--- config.mk ---
export PLATFORM = sky130hd
export DESIGN_NAME = spi_daisy_chain_slave
export DESIGN_NICKNAME = d
export VERILOG_FILES = /design/src/rtl/spi_daisy_chain_slave.sv
export SDC_FILE = /design/constraint.sdc
export NUM_CORES = 1
export LEC_CHECK = 0
export CAP_MARGIN = 20
export CORE_ASPECT_RATIO = 0.8
export CORE_MARGIN = 10
export CORE_UTILIZATION = 30
export DETAILED_ROUTE_END_ITERATION = 6
export DONT_BUFFER_PORTS = 1
export MAX_ROUTING_LAYER = met4
export PLACE_DENSITY = 0.51
export SETUP_SLACK_MARGIN = 0.15
export SYNTH_ARGS = -nofsm -noshare
export SYNTH_HDL_FRONTEND = slang
export SYNTH_SLANG_ARGS = --single-unit
--- constraint.sdc ---
create_clock -name clk_i -period 2.5 [get_ports clk_i]
set_clock_uncertainty 0.05 [all_clocks]
set_input_delay 0.5 -clock clk_i [delete_from_list [all_inputs] [get_ports clk_i]]
set_output_delay 0.5 -clock clk_i [all_outputs]
set_load 0.1 [all_outputs]
--- src/rtl/spi_daisy_chain_slave.sv ---
// One node of an SPI daisy chain, oversampled on the local clock.
// Shifts LSB-first from sdi to sdo and presents the last DATA_WIDTH bits at frame end.
module spi_daisy_chain_slave #(
  parameter int DATA_WIDTH  = 8,
  parameter int SYNC_STAGES = 2
) (
  input  logic                  clk_i,
  input  logic                  rst_ni,
  input  logic                  sclk_i,
  input  logic                  cs_i,
  input  logic                  sdi_i,
  output logic                  sdo_o,
  input  logic [DATA_WIDTH-1:0] tx_data_i,
  output logic [DATA_WIDTH-1:0] rx_data_o,
  output logic                  rx_valid_o,
  output logic                  frame_err_o,
  output logic                  busy_o
);

  localparam int IDX_W = (DATA_WIDTH > 1) ? $clog2(DATA_WIDTH) : 1;

  typedef enum logic {IDLE, ACTIVE} state_e;

  logic [SYNC_STAGES-1:0] sclk_sync_q, cs_sync_q, sdi_sync_q;
  logic [SYNC_STAGES-1:0] fill_q;
  logic                   sclk_prev_q, cs_prev_q;

  // fill_q tracks when the synchronisers hold real pin samples rather than
  // their reset values, so a cs held low through reset never arms the node.
  always_ff @(posedge clk_i) begin
    if (!rst_ni) begin
      sclk_sync_q <= '0;
      cs_sync_q   <= '1;
      sdi_sync_q  <= '0;
      fill_q      <= '0;
      sclk_prev_q <= 1'b0;
      cs_prev_q   <= 1'b1;
    end else begin
      sclk_sync_q <= {sclk_sync_q[SYNC_STAGES-2:0], sclk_i};
      cs_sync_q   <= {cs_sync_q[SYNC_STAGES-2:0], cs_i};
      sdi_sync_q  <= {sdi_sync_q[SYNC_STAGES-2:0], sdi_i};
      fill_q      <= {fill_q[SYNC_STAGES-2:0], 1'b1};
      sclk_prev_q <= sclk_sync_q[SYNC_STAGES-1];
      cs_prev_q   <= cs_sync_q[SYNC_STAGES-1];
    end
  end

  logic sclk_s, cs_s, sdi_s;
  logic sclk_rise, sclk_fall, cs_rise, cs_fall;

  assign sclk_s    = sclk_sync_q[SYNC_STAGES-1];
  assign cs_s      = cs_sync_q[SYNC_STAGES-1];
  assign sdi_s     = sdi_sync_q[SYNC_STAGES-1];
  assign sclk_rise = sclk_s & ~sclk_prev_q;
  assign sclk_fall = ~sclk_s & sclk_prev_q;
  assign cs_rise   = cs_s & ~cs_prev_q;
  assign cs_fall   = ~cs_s & cs_prev_q;

  state_e                 state_q, state_d;
  logic [DATA_WIDTH-1:0]  sr_q, sr_d;
  logic [DATA_WIDTH-1:0]  rx_data_q, rx_data_d;
  logic [IDX_W-1:0]       idx_q, idx_d;
  logic                   got_bit_q, got_bit_d;
  logic                   sdo_q, sdo_d;
  logic                   rx_valid_q, rx_valid_d;
  logic                   frame_err_q, frame_err_d;
  logic                   armed_q, armed_d;

  always_ff @(posedge clk_i) begin
    if (!rst_ni) begin
      state_q     <= IDLE;
      sr_q        <= '0;
      rx_data_q   <= '0;
      idx_q       <= '0;
      got_bit_q   <= 1'b0;
      sdo_q       <= 1'b0;
      rx_valid_q  <= 1'b0;
      frame_err_q <= 1'b0;
      armed_q     <= 1'b0;
    end else begin
      state_q     <= state_d;
      sr_q        <= sr_d;
      rx_data_q   <= rx_data_d;
      idx_q       <= idx_d;
      got_bit_q   <= got_bit_d;
      sdo_q       <= sdo_d;
      rx_valid_q  <= rx_valid_d;
      frame_err_q <= frame_err_d;
      armed_q     <= armed_d;
    end
  end

  // cs edges take priority over sclk edges seen in the same clock.
  always_comb begin
    state_d     = state_q;
    sr_d        = sr_q;
    rx_data_d   = rx_data_q;
    idx_d       = idx_q;
    got_bit_d   = got_bit_q;
    sdo_d       = sdo_q;
    rx_valid_d  = 1'b0;
    frame_err_d = 1'b0;
    armed_d     = armed_q | (cs_s & fill_q[SYNC_STAGES-1]);
    unique case (state_q)
      IDLE: begin
        sdo_d = 1'b0;
        if (cs_fall && armed_q) begin
          sr_d      = tx_data_i;
          sdo_d     = tx_data_i[0];
          idx_d     = '0;
          got_bit_d = 1'b0;
          state_d   = ACTIVE;
        end
      end
      ACTIVE: begin
        if (cs_rise) begin
          state_d = IDLE;
          sdo_d   = 1'b0;
          if (got_bit_q) begin
            rx_data_d   = sr_q;
            rx_valid_d  = 1'b1;
            frame_err_d = (idx_q != '0);
          end
        end else if (sclk_rise) begin
          sr_d      = {sdi_s, sr_q[DATA_WIDTH-1:1]};
          idx_d     = (idx_q == IDX_W'(DATA_WIDTH - 1)) ? '0 : idx_q + 1'b1;
          got_bit_d = 1'b1;
        end else if (sclk_fall) begin
          sdo_d = sr_q[0];
        end
      end
      default: state_d = IDLE;
    endcase
  end

  assign sdo_o       = sdo_q;
  assign rx_data_o   = rx_data_q;
  assign rx_valid_o  = rx_valid_q;
  assign frame_err_o = frame_err_q;
  assign busy_o      = (state_q == ACTIVE);

endmodule

==> results of run 1 <==
## worst max-delay path by stage
stage | slack [ns] | to | startpoint | cells after the start
4_1_cts | 0.76 | sr_q[2] | busy_o | 3
6_report | 0.81 | sr_q[2] | busy_o | 3
2_1_floorplan | 0.56 | sdo_o | busy_o | 3
5_1_grt | 0.67 | sr_q[2] | cs_sync_q[1] | 3
3_5_place_dp | 0.81 | sr_q[7] | busy_o | 3
3_3_place_gp | 0.88 | sr_q[7] | busy_o | 3
## area by class of cell
cell class              instances  area, um^2  area share (%)
flip-flops and latches         35       701.9           41.37
multi-input cells             100       673.1           39.68
well taps                      60       75.07           4.425
clock buffers                   5       68.82           4.056
clock inverters                 3       67.56           3.982
inverters                       4       15.01          0.8850
repair buffers                 12       90.09           5.310
diodes                          2       5.005          0.2950
## cells by family after synthesis
| logic type | Yosys count | share of synthesized area (%) |
|---|---|---|
| buf+inv | 11 | 3.768 |
| fa+ha+maj | 3 | 2.630 |
| mux | 8 | 5.609 |
| flops | 35 | 49.08 |
| simple gates | 62 | 23.75 |
| compound gates | 27 | 15.16 |
## cells in the mapped netlist
master,n,share of area (%)
sky130_fd_sc_hd__nor2_1,1,0.26
sky130_fd_sc_hd__buf_6,1,0.79
sky130_fd_sc_hd__nor4bb_2,1,1.1
sky130_fd_sc_hd__a21boi_0,10,5.3
sky130_fd_sc_hd__a21boi_2,1,0.79
sky130_fd_sc_hd__a21bo_2,1,0.70
sky130_fd_sc_hd__nor3b_1,1,0.53
sky130_fd_sc_hd__buf_2,1,0.35
sky130_fd_sc_hd__nand2_1,29,7.6
sky130_fd_sc_hd__o211ai_1,7,3.7
sky130_fd_sc_hd__buf_4,1,0.53
sky130_fd_sc_hd__a21oi_1,1,0.35
sky130_fd_sc_hd__o311a_1,1,0.70
sky130_fd_sc_hd__nand4b_2,1,1.1
sky130_fd_sc_hd__nand2b_2,1,0.61
sky130_fd_sc_hd__nand3_1,1,0.35
sky130_fd_sc_hd__mux2i_1,8,5.6
sky130_fd_sc_hd__nand2b_1,4,1.8
sky130_fd_sc_hd__ha_1,3,2.6
sky130_fd_sc_hd__nor2b_1,4,1.8
sky130_fd_sc_hd__or2_2,7,3.1
sky130_fd_sc_hd__inv_1,4,1.1
sky130_fd_sc_hd__clkbuf_1,4,1.1
sky130_fd_sc_hd__and4b_1,1,0.70
sky130_fd_sc_hd__a31oi_2,1,0.88
sky130_fd_sc_hd__dfxtp_1,35,49
sky130_fd_sc_hd__and2_1,10,4.4
sky130_fd_sc_hd__o21ai_0,1,0.35
sky130_fd_sc_hd__o32ai_1,1,0.61
sky130_fd_sc_hd__nand3b_1,1,0.53
sky130_fd_sc_hd__o2bb2ai_1,3,1.8
## flip-flops by register name, indices dropped and copies added (netlist names)
signal	count
sr_q	8
cs_prev_q	1
frame_err_o	1
got_bit_q	1
rx_data_o	8
armed_q	1
idx_q	3
rx_valid_o	1
sdo_o	1
fill_q	2
busy_o	1
sdi_sync_q	2
cs_sync_q	2
sclk_prev_q	1
sclk_sync_q	2
## cell usage in the layout, fill, tap and decap left out, drive strengths merged
cell	n
a21bo	1
nor2b	4
nor4bb	1
mux2i	8
a21oi	1
o21ai	1
ha	3
dfxtp	35
buf	12
clkbuf	5
nand4b	1
nor3b	1
a21boi	11
nand3b	1
o211ai	7
inv	4
nand2	29
nor2	1
and4b	1
nand3	1
o32ai	1
nand2b	5
diode	2
o2bb2ai	3
bufinv	2
or2	7
o311a	1
and2	10
clkinvlp	1
a31oi	1
## critical path, delay by kind of cell, from the launching register on
kind,cells,cell delay (ns)
flip-flops,1,0.39
buffers and inverters,1,0.27
AO/OA/AOI/OAI,1,0.64
multiplexers,1,0.27
## per-stage QoR
stage / instances / area (um^2)
floorplan: 146 / 1428
global placement: 211 / 1555
detailed placement: 211 / 1555
CTS: 219 / 1692
global route: 221 / 1697
finish: 221 / 1697
## layer usage
metal,part of all wire [%],GRT usage [%]
met1,45,8.229
met2,46,13.13
met3,8.1,4.866
met4,1.8,3.971
met5,0,-
## report_power, final
group	internal, mW	leakage (nW)	switching, mW
combinational	0.0207	0.340	0.0155
clock	0.398	0.0644	0.213
sequential	0.568	0.285	0.00698
==> impl_metrics.py, run 1 <==
metrics = {
    "pwr": {
        "peak_vdd_ir_v": 0.0003145,
        "power_mw": 1.222,
        "cellLeakagePower_nw": 0.6894,
        "power.density_cell_area_nw_per_um2": 720.3,
    },
    "global_routing": {
        "grt_antenna_before_repair": 2,
        "global_route.usage.total_pct": 8.312,
        "grt_first_pass_wirelength_mm": 5.037,
        "grt_max_degree": 46,
        "vias_in_the_first_global_route": 1005,
        "grt-ovfl-total": 0,
    },
    "routing": {
        "drcViolationCount": 0,
        "routed_wire_length_mm": 2.977,
        "antenna_left": 0,
        "vias": 1017,
        "via_per_inst": 4.602,
        "wl_per_cell_um": 13.47,
        "detailedRoute.firstPassIterationCount": 4,
        "drtIter0Drc": 47,
    },
    "sta": {
        "finalSetupViolCount": 0,
        "timing_worst_slew_pin_value_ns": 0.8052,
        "grt_setup_unrepaired": "false",
        "setup_tns_ns": 0,
        "timing.fmax_mhz": 590.5,
        "finalHoldWorstSlack_ns": 0.1816,
        "hold_violations": 0,
        "slew-limit-headroom_pct": 46.15,
        "layout_worst_path_cycle_share_pct": 67.74,
        "finalWorstPathRequiredPeriod_ns": 1.693,
        "setup_ws_ns": 0.8066,
        "finalMaxSlewViolations": 0,
    },
    "status": {
        "run_status": "finished clean",
    },
    "setup_path": {
        "critical_path.reg2reg.endpoint": "sr_q[2]",
        "critPathMaxStageDelay_ns": 0.64,
        "crit_path_max_fanout": 13,
        "crit_required_ns": 2.66,
        "cp-end-kind": "flop",
        "setup.worst_path.start_class": "flop",
        "reg2reg_setup_slack_ns": 0.81,
        "cp.arrival_ns": 1.86,
        "number_of_cell_instances_on_the_worst_register_to_register_path": 3,
        "setup.worst_path.class": "reg -> reg",
        "rr_startpoint": "busy_o",
        "path_cells": "buf_4 > a31oi_2 > mux2i_1",
        "critical-path-slowest-cell": "sky130_fd_sc_hd__a31oi_2",
    },
    "min_path": {
        "worstHoldEndpoint": "fill_q[0]",
        "min_from": "rst_ni",
        "min_delay_path_depth": 0,
        "hold_path.class": "in -> reg",
    },
    "finish": {
        "area_growth_from_synthesis_to_layout_pct": 18.84,
        "nets": 174,
        "final_util_pct": 36.91,
        "num-fill-cells": 484,
        "drive_gt1_share_pct": 21.38,
    },
    "clock_tree": {
        "clock_insertion_delay_at_the_later_pin_of_the_skew_report_ns": 0.29,
        "postCtsSetupBuffers": 0,
        "ctsHoldBuffers": 0,
        "cts_buffer_depth": 2,
        "cts_num_sinks": 35,
        "cts-root-buf": "sky130_fd_sc_hd__clkbuf_8",
        "cts_buffers": 5,
        "cts_max_level": 2,
        "post_cts.resized_instances": 0,
        "clock_tree_from_tritoncts": "yes",
        "clkTransAtPathRegs_ns": 0.08,
    },
    "synthesis": {
        "ys_seq_area_share_pct": 49.08,
        "ys_warn_count": 0,
        "synthesis.instances": 146,
        "synthesis.area_um2": 1428,
        "synthesis_stage_register_bit_count": 35,
        "syn_avg_cell_area_um2": 9.778,
        "mappedNetlistNets": 162,
        "ys_types": 31,
    },
    "floorplanning": {
        "start_util_pct": 31.06,
        "boundaryPins": 25,
        "die_ht_um": 81.70,
        "die_width_um": 97.13,
        "die-area_um2": 7935,
        "row_count": 22,
        "core_um2": 4597,
    },
    "placement": {
        "io_buffers": 0,
        "place_congestion": 0.7777,
        "pre_cts_ws_ns": 0.8067,
        "dp.final_hpwl_mm": 2.102,
    },
    "run": {
        "drv_cap": 0,
    },
}
No activity file was read; power rests on OpenSTA's default activity.
==> run 2, diff against run 1 <==
PLACE_DENSITY = 0.52   (was 0.51)
clock period = 1.5 ns   (was 2.5 ns; I/O delays follow)
==> run 2 against run 1 <==
Clock power increased by 8.0%. Die area stayed put. First-iteration DRC count fell by 38%. Sequential power is 67% higher. Largest power group is now sequential cells. Critical endpoint is now busy_o. Power increased by 38%.
==> impl_metrics.py, run 2 (synthesis results as in run 1) <==
metrics = {
    "status": {
        "run_status": "finished clean",
    },
    "setup_path": {
        "cp.arrival_ns": 0.95,
        "reg2reg_setup_slack_ns": 0.21,
        "worst_path_dominant_cell_family": "flip-flops",
        "crit_path_max_fanout": 14,
        "rr_startpoint": "busy_o",
        "critPathMaxStageDelay_ns": 0.46,
        "setup.worst_path.start_class": "flop",
        "setup.worst_path.class": "reg -> out",
        "number_of_cell_instances_on_the_worst_register_to_register_path": 3,
        "crit_required_ns": 1.15,
        "critical-path-slowest-cell": "sky130_fd_sc_hd__dfxtp_4",
        "path_cells": "buf_12",
        "path_buf_inv": 1,
        "cp-end-kind": "primary output",
        "critical_path.reg2reg.endpoint": "sdo_o",
    },
    "sta": {
        "slew-limit-headroom_pct": 80.14,
        "finalWorstPathRequiredPeriod_ns": 1.300,
        "timing.fmax_mhz": 769.0,
        "layout_worst_path_cycle_share_pct": 86.69,
        "finalSetupViolCount": 0,
        "hold_violations": 0,
        "grt_setup_unrepaired": "false",
        "timing_worst_slew_pin_value_ns": 0.2975,
        "setup_tns_ns": 0,
        "finalMaxSlewViolations": 0,
    },
    "global_routing": {
        "grt_max_degree": 46,
        "grt-ovfl-total": 0,
        "grt_antenna_before_repair": 0,
        "grt_first_pass_wirelength_mm": 4.871,
        "global_route.usage.total_pct": 7.917,
        "vias_in_the_first_global_route": 1023,
    },
    "placement": {
        "place_congestion": 0.7440,
        "detailed_place.area_um2": 1588,
        "io_buffers": 0,
        "dp.final_hpwl_mm": 2.154,
    },
    "clock_tree": {
        "clock_insertion_delay_at_the_later_pin_of_the_skew_report_ns": 0.28,
        "cts_max_level": 2,
        "cts-root-buf": "sky130_fd_sc_hd__clkbuf_8",
        "cts_num_sinks": 35,
        "cts_buffer_depth": 2,
        "cts_buffers": 5,
        "clkTransAtPathRegs_ns": 0.07,
        "clock_tree_from_tritoncts": "yes",
    },
    "routing": {
        "drcViolationCount": 0,
        "routed_wire_length_mm": 3.013,
        "via_per_inst": 4.485,
        "detailedRoute.firstPassIterationCount": 4,
        "vias": 1027,
        "wl_per_cell_um": 13.16,
        "drtIter0Drc": 29,
        "antenna_left": 0,
    },
    "floorplanning": {
        "start_util_pct": 31.06,
        "boundaryPins": 25,
        "die-area_um2": 7935,
        "row_count": 22,
        "die_ht_um": 81.70,
        "die_width_um": 97.13,
        "core_um2": 4597,
    },
    "min_path": {
        "min_delay_path_depth": 1,
        "hold_path.class": "in -> reg",
        "worstHoldEndpoint": "cs_prev_q",
        "min_from": "rst_ni",
    },
    "finish": {
        "layout.cells.most_common_list": "sky130_fd_sc_hd__dfxtp_1, sky130_fd_sc_hd__nand2_1, sky130_fd_sc_hd__buf_4, sky130_fd_sc_hd__and2_1, sky130_fd_sc_hd__a21boi_0",
        "nets": 184,
        "drive_gt1_share_pct": 27.22,
        "design_area_um2": 1764,
        "area_growth_from_synthesis_to_layout_pct": 23.58,
        "insertedDiodeCount": 0,
        "final_common_cell": "sky130_fd_sc_hd__dfxtp_1",
    },
    "pwr": {
        "power.density_cell_area_nw_per_um2": 958.7,
        "power_mw": 1.691,
        "cellLeakagePower_nw": 0.7239,
        "peak_vdd_ir_v": 0.0005817,
    },
    "run": {
        "drv_cap": 0,
    },
}
[run 2: worst max-delay path by stage]
stage | startpoint | end | slack, ns | cells after the start
2_1_floorplan | busy_o | sdo_o | 0.17 | 3
3_3_place_gp | busy_o | idx_q[2] | 0.24 | 4
3_5_place_dp | busy_o | idx_q[0] | 0.14 | 4
4_1_cts | busy_o | busy_o | 0.13 | 1
5_1_grt | cs_prev_q | sr_q[1] | 0.14 | 4
6_report | busy_o | busy_o | 0.20 | 1
[run 2: area by class of cell]
class / count / area, um^2
tap: 60 / 75.07
multi-input combinational: 100 / 693.2
clock inverter: 3 / 18.77
clock buffer: 5 / 68.82
inverter: 4 / 18.77
timing repair buffer: 22 / 183.9
sequential: 35 / 705.7
fill: 467 / 2833
[run 2: repair_timing]
action,in CTS,in global routing
endpoints found under the setup margin,9,10
resized for setup,3,6
buffers inserted,0,5
endpoints found under the hold margin,1,0
pin swaps,0,1
gates cloned,0,0
hold buffers,1,0
[run 2: power by group]
| group | internal, mW | switching [mW] |
|---|---|---|
| logic | 0.0439 | 0.0289 |
| clock network | 0.324 | 0.336 |
| registers | 0.945 | 0.0131 |
[run 2: metrics by stage]
stage	worst slack, ns	hold slack (ns)	instances	util (%)
4_1_cts	0.1282	0.03754	224	36.96
6_report	0.1996	0.04939	229	38.38
5_1_grt	0.1430	0.03238	229	38.38
3_5_place_dp	0.1370	0.2855	215	34.54
3_3_place_gp	0.2447	0.2857	215	34.54
2_1_floorplan	0.1660	0.2777	146	-
[run 2: layer usage]
metal	wire, um	share of wire, %	global-route usage, %	vias up
met2	1450	48	13.13	18
li1	-	-	-	539
met3	154	5.1	3.104	2
met4	17	0.56	3.088	0
met5	0	0	-	-
met1	1391	46	8.494	468
==> run 3, diff against run 2 <==
CTS_BUF_LIST = sky130_fd_sc_hd__clkbuf_8   (was not set)
==> results of run 3 <==
Same layout as run 2: the final DEF is identical, and so are final timing and power.
